## config.mk

```make
export PLATFORM = sky130hd
export DESIGN_NAME = spi_mst_frame_seq
export DESIGN_NICKNAME = d
export VERILOG_FILES = /design/src/rtl/spi_pkg.sv /design/src/rtl/spi_unit_unpacker.sv /design/src/rtl/spi_mst_frame_seq.sv
export SDC_FILE = /design/constraint.sdc
export NUM_CORES = 1
export LEC_CHECK = 0
export ABC_AREA = 1
export BUFFER_PORTS_ARGS = -buffer_cell sky130_fd_sc_hd__buf_2
export CORE_MARGIN = 2
export CORE_UTILIZATION = 45
export CTS_CLUSTER_DIAMETER = 100
export DETAILED_ROUTE_END_ITERATION = 16
export PLACE_DENSITY = 0.71
export SLEW_MARGIN = 10
export SYNTH_ARGS = -nofsm -noshare
export SYNTH_HDL_FRONTEND = slang
export SYNTH_HIERARCHICAL = 1
export SYNTH_SLANG_ARGS = --single-unit
```

## constraint.sdc

```tcl
create_clock -name clk -period 7.3 [get_ports clk]
set_input_delay 1.46 -clock clk [delete_from_list [all_inputs] [get_ports clk]]
set_output_delay 1.46 -clock clk [all_outputs]
set_load 0.01 [all_outputs]
```

## src/rtl/spi_pkg.sv

```systemverilog
// Shared definitions for the SPI master frame sequencer: state encoding and
// the bit positions of the spi_master control/status registers.
package spi_pkg;

    typedef enum logic [1:0] {
        FILL  = 2'd0,
        START = 2'd1,
        BUSY  = 2'd2,
        DRAIN = 2'd3
    } seq_state_e;

    localparam int CTRL_START_BIT = 7;
    localparam int STAT_BUSY_BIT  = 7;
    localparam int FIFO_W         = 128;

endpackage

```

## src/rtl/spi_unit_unpacker.sv

```systemverilog
// Holds a snapshot of the spi_master receive FIFO and hands it out MSB-first,
// one W-bit unit per valid/ready handshake, flagging the unit at index len.
module spi_unit_unpacker
    import spi_pkg::*;
#(
    parameter int W = 8
) (
    input  logic              clk,
    input  logic              rst,
    input  logic              load,
    input  logic [FIFO_W-1:0] fifo,
    input  logic [3:0]        len,
    input  logic              rx_ready,
    output logic              rx_valid,
    output logic [15:0]       rx_data,
    output logic              rx_last,
    output logic              done
);

    logic [FIFO_W-1:0] shadow;
    logic [3:0]        idx;
    logic [3:0]        len_q;

    assign done = rx_valid & rx_ready & rx_last;

    // The shadow is pre-shifted so the next unit always sits in the top W bits.
    always_ff @(posedge clk or posedge rst) begin
        if (rst) begin
            shadow   <= '0;
            idx      <= '0;
            len_q    <= '0;
            rx_valid <= 1'b0;
            rx_data  <= '0;
            rx_last  <= 1'b0;
        end else if (load) begin
            shadow   <= fifo << W;
            idx      <= '0;
            len_q    <= len;
            rx_valid <= 1'b1;
            rx_data  <= 16'(fifo[FIFO_W-1 -: W]);
            rx_last  <= (len == 4'd0);
        end else if (rx_valid && rx_ready) begin
            if (rx_last) begin
                rx_valid <= 1'b0;
                rx_last  <= 1'b0;
            end else begin
                shadow  <= shadow << W;
                idx     <= idx + 4'd1;
                rx_data <= 16'(shadow[FIFO_W-1 -: W]);
                rx_last <= (idx + 4'd1 == len_q);
            end
        end
    end

endmodule

```

## src/rtl/spi_mst_frame_seq.sv

```systemverilog
// Packs a tx unit stream into the spi_master write FIFO, launches the transfer,
// follows busy, then streams the captured read FIFO back out as rx units.
module spi_mst_frame_seq
    import spi_pkg::*;
#(
    parameter bit MODE_16B = 1'b0,
    parameter int START_TO = 1023
) (
    input  logic              clk,
    input  logic              rst,
    input  logic              tx_valid,
    output logic              tx_ready,
    input  logic [15:0]       tx_data,
    input  logic              tx_last,
    output logic              rx_valid,
    input  logic              rx_ready,
    output logic [15:0]       rx_data,
    output logic              rx_last,
    output logic [FIFO_W-1:0] mst_wfifo,
    output logic [7:0]        mst_ctrl,
    input  logic [FIFO_W-1:0] mst_rfifo,
    input  logic [7:0]        mst_status,
    output logic              err_to
);

    localparam int         W        = MODE_16B ? 16 : 8;
    localparam int         MAX      = MODE_16B ? 8 : 16;
    localparam logic [4:0] CNT_LAST = 5'(MAX - 1);
    localparam logic [9:0] TO_LAST  = 10'(START_TO - 1);

    seq_state_e  state, next_state;
    logic [4:0]  cnt;
    logic [3:0]  len;
    logic [9:0]  to_cnt;
    logic        start;
    logic        ready_d, start_d;
    logic        busy, tx_fire, launch, to_hit, rx_done, load;
    logic        unused_bits;

    assign busy        = mst_status[STAT_BUSY_BIT];
    assign tx_fire     = tx_valid & tx_ready;
    assign launch      = tx_fire & (tx_last | (cnt == CNT_LAST));
    assign to_hit      = (to_cnt == TO_LAST);
    assign load        = (state == BUSY) && !busy;
    assign unused_bits = ^{mst_status, tx_data};

    always_ff @(posedge clk or posedge rst) begin
        if (rst) begin
            state    <= FILL;
            tx_ready <= 1'b1;
            start    <= 1'b0;
        end else begin
            state    <= next_state;
            tx_ready <= ready_d;
            start    <= start_d;
        end
    end

    always_comb begin
        next_state = state;
        case (state)
            FILL:    if (launch) next_state = START;
            START:   if (busy) next_state = BUSY;
                     else if (to_hit) next_state = FILL;
            BUSY:    if (!busy) next_state = DRAIN;
            DRAIN:   if (rx_done) next_state = FILL;
            default: next_state = FILL;
        endcase
    end

    // Handshake outputs are decoded from the next state so they are registered.
    always_comb begin
        ready_d = (next_state == FILL);
        start_d = (next_state == START);
    end

    always_comb begin
        mst_ctrl                 = '0;
        mst_ctrl[3:0]            = len;
        mst_ctrl[CTRL_START_BIT] = start;
    end

    always_ff @(posedge clk or posedge rst) begin
        if (rst) begin
            cnt       <= '0;
            len       <= '0;
            to_cnt    <= '0;
            err_to    <= 1'b0;
            mst_wfifo <= '0;
        end else begin
            to_cnt <= (state == START) ? to_cnt + 10'd1 : 10'd0;
            if (tx_fire) begin
                err_to <= 1'b0;
                cnt    <= cnt + 5'd1;
                for (int k = 0; k < MAX; k++) begin
                    if (cnt == 5'(k)) mst_wfifo[FIFO_W-1-W*k -: W] <= tx_data[W-1:0];
                end
                if (launch) len <= cnt[3:0];
            end
            if (state == START && !busy && to_hit) begin
                err_to <= 1'b1;
                cnt    <= '0;
            end
            if (rx_done) cnt <= '0;
        end
    end

    spi_unit_unpacker #(.W(W)) u_unpacker (
        .clk      (clk),
        .rst      (rst),
        .load     (load),
        .fifo     (mst_rfifo),
        .len      (len),
        .rx_ready (rx_ready),
        .rx_valid (rx_valid),
        .rx_data  (rx_data),
        .rx_last  (rx_last),
        .done     (rx_done)
    );

endmodule

```

==> results of run 1 <==
-- registers in the layout (all words and copies together) (netlist names) --
register	cells
len	4
u_unpacker/idx	4
to_cnt	10
u_unpacker/len_q	4
tx_ready	1
u_unpacker/shadow	120
u_unpacker/rx_data	8
start	1
cnt	5
mst_wfifo	128
err_to	1
u_unpacker/rx_last	1
state	2
u_unpacker/rx_valid	1
-- placed cells by master, fill, tap and decap left out, types with 3 or more instances in the layout --
cell | Yosys | final
inv_2 | 5 | 5
clkbuf_8 | 0 | 9
o21ai_0 | 24 | 24
nand2_1 | 306 | 305
o211ai_2 | 7 | 7
inv_1 | 153 | 151
clkbuf_16 | 0 | 31
nor3_1 | 4 | 4
nor2_4 | 2 | 3
nand3_1 | 21 | 21
o21ai_2 | 60 | 60
ha_1 | 8 | 8
clkinv_2 | 1 | 6
nor2_1 | 27 | 26
dfrtp_1 | 289 | 289
nand3_2 | 5 | 5
buf_2 | 12 | 286
buf_4 | 17 | 5
o221ai_2 | 91 | 91
o221ai_1 | 19 | 19
conb_1 | 2 | 11
inv_6 | 0 | 3
a21oi_1 | 7 | 7
nand3_4 | 10 | 10
clkbuf_1 | 15 | 6
o21ai_1 | 76 | 76
nand2_2 | 8 | 8
bufinv_16 | 0 | 4
-- metal layers --
layer	wire length (um)	GRT usage, %	vias up
met5	11	0	-
met4	707	5.18	2
met3	2900	6.58	53
met2	15100	34.6	312
met1	13500	27.7	4656
li1	-	-	4583
-- where the power goes --
group	internal [W]	switching, W	leakage [nW]
Sequential	0.00212	0.000218	3.81
Clock	0.00101	0.000640	0.539
Combinational	0.000732	0.00126	3.22
Total	0.00386	0.00211	7.57
-- layout make-up --
type | count | area share [%]
Multi-Input combinational cell | 701 | 29.9
Sequential cell | 290 | 46.5
Antenna cell | 1 | 0.0160
Timing Repair Buffer | 292 | 9.55
Tap cell | 384 | 3.08
Clock inverter | 11 | 1.04
Clock buffer | 46 | 5.91
Inverter | 161 | 3.98
-- cells by family (layout without fill, tap and decap cells) --
kind of cell / count (synthesis) / count (layout) / synth area share, %
adder cells (fa/ha/maj): 8 / 8 / 0.766
buffers and inverters: 240 / 510 / 9.18
AND/OR/NAND/NOR: 388 / 388 / 13.3
flip-flops: 290 / 290 / 55.5
XOR/XNOR: 3 / 3 / 0.201
AO/OA/AOI/OAI: 291 / 291 / 21.0
other: 2 / 12 / 0.0575
-- worst min path at each step --
stage	slack, ns	cells after the start	to	startpoint
4_1_cts	0.48	2	mst_wfifo[63]$_DFFE_PP0P_	mst_wfifo[63]$_DFFE_PP0P_
3_3_place_gp	0.46	2	mst_wfifo[21]$_DFFE_PP0P_	mst_wfifo[21]$_DFFE_PP0P_
2_1_floorplan	0.45	1	to_cnt[0]$_DFF_PP0_	to_cnt[0]$_DFF_PP0_
5_1_grt	0.50	2	mst_wfifo[62]$_DFFE_PP0P_	mst_wfifo[62]$_DFFE_PP0P_
6_report	0.48	2	mst_wfifo[63]$_DFFE_PP0P_	mst_wfifo[63]$_DFFE_PP0P_
3_5_place_dp	0.47	2	mst_wfifo[59]$_DFFE_PP0P_	mst_wfifo[59]$_DFFE_PP0P_
-- tightest hold or removal path: cells and delay by family, from the launching register on --
kind	cells	cell delay, ns
compound gates	1	0.05
simple gates	1	0.06
flops	1	0.34
-- stage by stage --
stage	area, um^2	utilization (%)	std cells	worst slack [ns]
floorplan	13100	-	1231	1.75
global placement	14500	50.7	1828	3.30
detailed placement	14500	50.7	1828	3.26
CTS	15600	54.5	1885	3.85
global route	15600	54.5	1886	3.66
finish	15600	54.5	1886	3.81
==> impl_metrics.py, run 1 <==
metrics = {
    "die": {
        "rows": 62,
        "ioPinCount": 313,
        "die_y_um": 174,
        "dieArea_um2": 30400,
        "die_w_um": 174,
        "core_area_um2": 28600,
        "start_util_pct": 45.7,
    },
    "critical_path": {
        "cp_num_cells": 6,
        "path_cells": "buf_2, nor2_4, inv_4, nand2_4, buf_4, o221ai_2",
        "crit_path_start_kind": "input port",
        "path_class": "in2reg",
        "crit_required_ns": 7.69,
        "path_buf_inv": 3,
        "reg2reg_depth": 7,
        "reg2reg_to": "u_unpacker/shadow[106]$_DFFE_PP0P_",
        "r2r-start": "state[0]$_DFF_PP0_",
        "critical_path.endpoint_type": "flip-flop",
        "cpPeakStageDelay_ns": 0.77,
        "cp_max_fo": 69,
        "crit_family": "simple AND/OR/NAND/NOR gates",
        "startpoint": "mst_status[7]",
        "cp_slowest_cell": "nand2_4",
        "endpoint": "u_unpacker/shadow[106]$_DFFE_PP0P_",
        "r2r_setup_slack_ns": 4.22,
        "worstPathArrival_ns": 3.88,
    },
    "final_layout": {
        "fillers": 2522,
        "register_area_um2": 7260,
        "fin_nets": 1642,
        "drive_gt1_share_pct": 36.1,
        "multi_input_area_um2": 4660,
        "area_growth_syn_to_layout_pct": 19.3,
    },
    "clock_tree": {
        "path_clk_slew_ns": 0.06,
        "clock_latency_ns": 0.55,
        "cts-htree-levels": 1,
        "postCtsSetupBuffers": 0,
        "root_buffer": "clkbuf_16",
        "cts_tree": "done",
        "cts-buffers-inserted": 31,
        "cts_resized": 0,
        "clkSinkCount": 290,
        "cts_hold_buf": 0,
        "clockBufferDepth": 3,
    },
    "route": {
        "via_count": 9606,
        "first_pass_iters": 6,
        "first_iter_violations": 543,
        "drc": 0,
        "wl_per_cell_um": 17.1,
        "via_per_inst": 5.09,
        "antenna_left": 0,
        "wirelength_mm": 32.3,
    },
    "logic_synthesis": {
        "synthTopCellsByArea": "dfrtp_1, o221ai_2, nand2_1",
        "ys_ff_latch": 290,
        "yosysUniqueCellTypes": 39,
        "synth_top_area_cell": "dfrtp_1",
        "synth_ff_type": "dfrtp_1",
        "yosysWarnings": 6,
        "avgSynthCellArea_um2": 10.7,
        "synth_edf_count": 0,
        "synthCells": 1222,
        "synth_seq_area_share_pct": 55.5,
        "async_reset_ff_share_pct": 100,
        "yosys.area.top_type_share_pct": 55.3,
        "synth.most_common_cell": "nand2_1",
        "ys_top_cells_by_count": "nand2_1, dfrtp_1, inv_1",
        "synth_area_um2": 13100,
    },
    "power_and_ir_drop": {
        "total_power_w": 0.00598,
        "leakage_nw": 7.57,
        "p_per_area_nw_per_um2": 383,
        "ir_drop_uv": 316,
    },
    "timing": {
        "slew_violations": 0,
        "worstMarginPinSlew_ns": 1.11,
        "setup_viol": 0,
        "finalClockSkew_ns": 0.0110,
        "fin_setup_tns_ns": 0,
        "period_minus_slack_ns": 3.49,
        "slew_headroom_pct": 26.2,
        "period_share_pct": 47.8,
        "finalHoldViolCount": 0,
        "fmax_mhz": 287,
        "whs_ns": 0.478,
        "rsz0062_at_grt": "no",
    },
    "placed_design": {
        "port_buffers": 286,
        "gp_congestion": 0.807,
        "dp_hpwl_mm": 21.7,
    },
    "run_status": {
        "outcome": "finished, final reports clean",
    },
    "hold_path": {
        "hold_path_class": "reg2reg",
    },
    "grt": {
        "overflow": 0,
        "grt_max_degree": 124,
        "grt_pass1_wl_mm": 52.5,
        "grt_pass1_vias": 9883,
        "grt_usage_pct": 21.2,
        "antenna_found_initial": 2,
    },
    "flow_run": {
        "cap_viol_max_count": 0,
    },
}
No activity file was read; power rests on OpenSTA's default activity.
==> run 2: changes to the inputs <==
--- a/config.mk
+++ b/config.mk
@@ -11,7 +11,7 @@
 export CORE_UTILIZATION = 45
 export CTS_CLUSTER_DIAMETER = 100
 export DETAILED_ROUTE_END_ITERATION = 16
-export PLACE_DENSITY = 0.71
+export PLACE_DENSITY = 0.74
 export SLEW_MARGIN = 10
 export SYNTH_ARGS = -nofsm -noshare
 export SYNTH_HDL_FRONTEND = slang
==> constraint.sdc (replaced) <==
create_clock -name clk -period 3 [get_ports clk]
set_input_delay 0.6 -clock clk [delete_from_list [all_inputs] [get_ports clk]]
set_output_delay 0.6 -clock clk [all_outputs]
set_load 0.01 [all_outputs]
==> impl_metrics.py, run 2 (synthesized netlist as in run 1, its figures left out) <==
metrics = {
    "run_status": {
        "outcome": "finished, final reports clean",
    },
    "final_layout": {
        "layout_common_cells": "nand2_1, dfrtp_1, buf_2",
        "antennaDiodeCount": 0,
        "largest_reg_flops": 128,
        "reg.largest.list": "mst_wfifo: 128 flops, u_unpacker/shadow: 120 flops, to_cnt: 10 flops",
        "stdcell_area_um2": 15700,
        "layout_commonest_cell": "nand2_1",
        "drive_gt1_share_pct": 36.4,
        "area_growth_syn_to_layout_pct": 19.9,
        "finalNonFillerCells": 1888,
        "fin_nets": 1648,
        "top_register": "mst_wfifo",
    },
    "critical_path": {
        "cp_slowest_cell": "o21ai_4",
        "crit_required_ns": 3.42,
        "critical_path.endpoint_type": "flip-flop",
        "path_cells": "o21ai_4, inv_2, a22oi_1, o21ai_1",
        "cp_max_fo": 27,
        "reg2reg_depth": 4,
        "cpPeakStageDelay_ns": 0.79,
        "startpoint": "u_unpacker/rx_last$_DFFE_PP0P_",
        "crit_path_start_kind": "flip-flop",
        "r2r-start": "u_unpacker/rx_last$_DFFE_PP0P_",
        "path_class": "reg2reg",
        "worstPathArrival_ns": 2.48,
    },
    "clock_tree": {
        "postCtsSetupBuffers": 0,
        "cts_tree": "done",
        "clock_latency_ns": 0.56,
        "clockBufferDepth": 3,
        "cts_resized": 0,
        "path_clk_slew_ns": 0.07,
        "root_buffer": "clkbuf_16",
        "cts-buffers-inserted": 30,
        "cts-htree-levels": 1,
        "clkSinkCount": 290,
        "cts_hold_buf": 0,
    },
    "power_and_ir_drop": {
        "ir_drop_uv": 747,
        "p_per_area_nw_per_um2": 918,
        "leakage_nw": 7.59,
        "total_power_w": 0.0144,
    },
    "grt": {
        "grt_usage_pct": 21.1,
        "antenna_found_initial": 0,
        "grt_pass1_wl_mm": 51.8,
        "overflow": 0,
        "grt_max_degree": 135,
        "grt_pass1_vias": 9629,
    },
    "timing": {
        "period_share_pct": 68.9,
        "finalClockSkew_ns": 0.0214,
        "fmax_mhz": 484,
        "worstMarginPinSlew_ns": 0.987,
        "fin_setup_tns_ns": 0,
        "whs_ns": 0.141,
        "slew_headroom_pct": 34.1,
        "rsz0062_at_grt": "no",
        "period_minus_slack_ns": 2.07,
        "slew_violations": 0,
        "finalHoldViolCount": 0,
        "setup_viol": 0,
    },
    "placed_design": {
        "placed_area_um2": 14700,
        "gp_congestion": 0.823,
        "dp_hpwl_mm": 22.1,
        "port_buffers": 286,
        "dp.cells": 1835,
    },
    "route": {
        "via_per_inst": 5.08,
        "wirelength_mm": 32.3,
        "via_count": 9593,
        "drc": 0,
        "antenna_left": 0,
        "first_pass_iters": 5,
        "first_iter_violations": 713,
        "wl_per_cell_um": 17.1,
    },
    "hold_path": {
        "hold_path_class": "in2async",
    },
    "die": {
        "dieArea_um2": 30400,
        "die_w_um": 174,
        "start_util_pct": 45.7,
        "core_area_um2": 28600,
        "die_y_um": 174,
        "rows": 62,
        "ioPinCount": 313,
    },
    "flow_run": {
        "cap_viol_max_count": 0,
    },
}
==> run 2: layout make-up <==
| type | count | area, um^2 |
|---|---|---|
| clock buffers | 39 | 835 |
| inverters | 161 | 618 |
| multi-input cells | 701 | 4660 |
| fillers | 2473 | 13000 |
| repair buffers | 299 | 1650 |
| clock inverters | 14 | 165 |
| well taps | 384 | 480 |
| flip-flops and latches | 290 | 7260 |
==> run 2: final timing paths <==
check / end / slack [ns]
min in group clk: u_unpacker/shadow[9]$_DFFE_PP0P_ / 0.27
hold / removal: mst_wfifo[46]$_DFFE_PP0P_ / 0.14
setup reg to reg: u_unpacker/rx_data[7]$_DFFE_PP0P_ / 0.93
max in group asynchronous: u_unpacker/shadow[107]$_DFFE_PP0P_ / 1.92
hold reg to reg: mst_wfifo[56]$_DFFE_PP0P_ / 0.48
setup / recovery: u_unpacker/rx_data[7]$_DFFE_PP0P_ / 0.93
==> run 2: power by group <==
part           total, W  switching, W  internal, W
clock network   0.00377       0.00156      0.00221
registers       0.00568      0.000523      0.00515
logic           0.00494       0.00308      0.00186
==> run 2: per-layer routing <==
layer  track usage, %  part of all wire (%)
met1             28.3                    42
met2             34.4                    47
met3             5.36                   8.1
met4             4.97                   2.1
met5                0                     0
==> run 2: stage by stage <==
stage,util [%],worst slack (ns)
final,54.7,0.934
after global routing,54.7,0.737
after detailed placement,51.3,0.586
after global placement,51.3,0.630
after CTS,54.7,0.867
after floorplan,-,0.484
==> run 2: worst max-delay path: cells and delay by family, from the launching register on <==
| kind | cells | cell delay, ns |
|---|---|---|
| flip-flops | 1 | 0.44 |
| AO/OA/AOI/OAI | 3 | 1.13 |
| buffers and inverters | 1 | 0.35 |
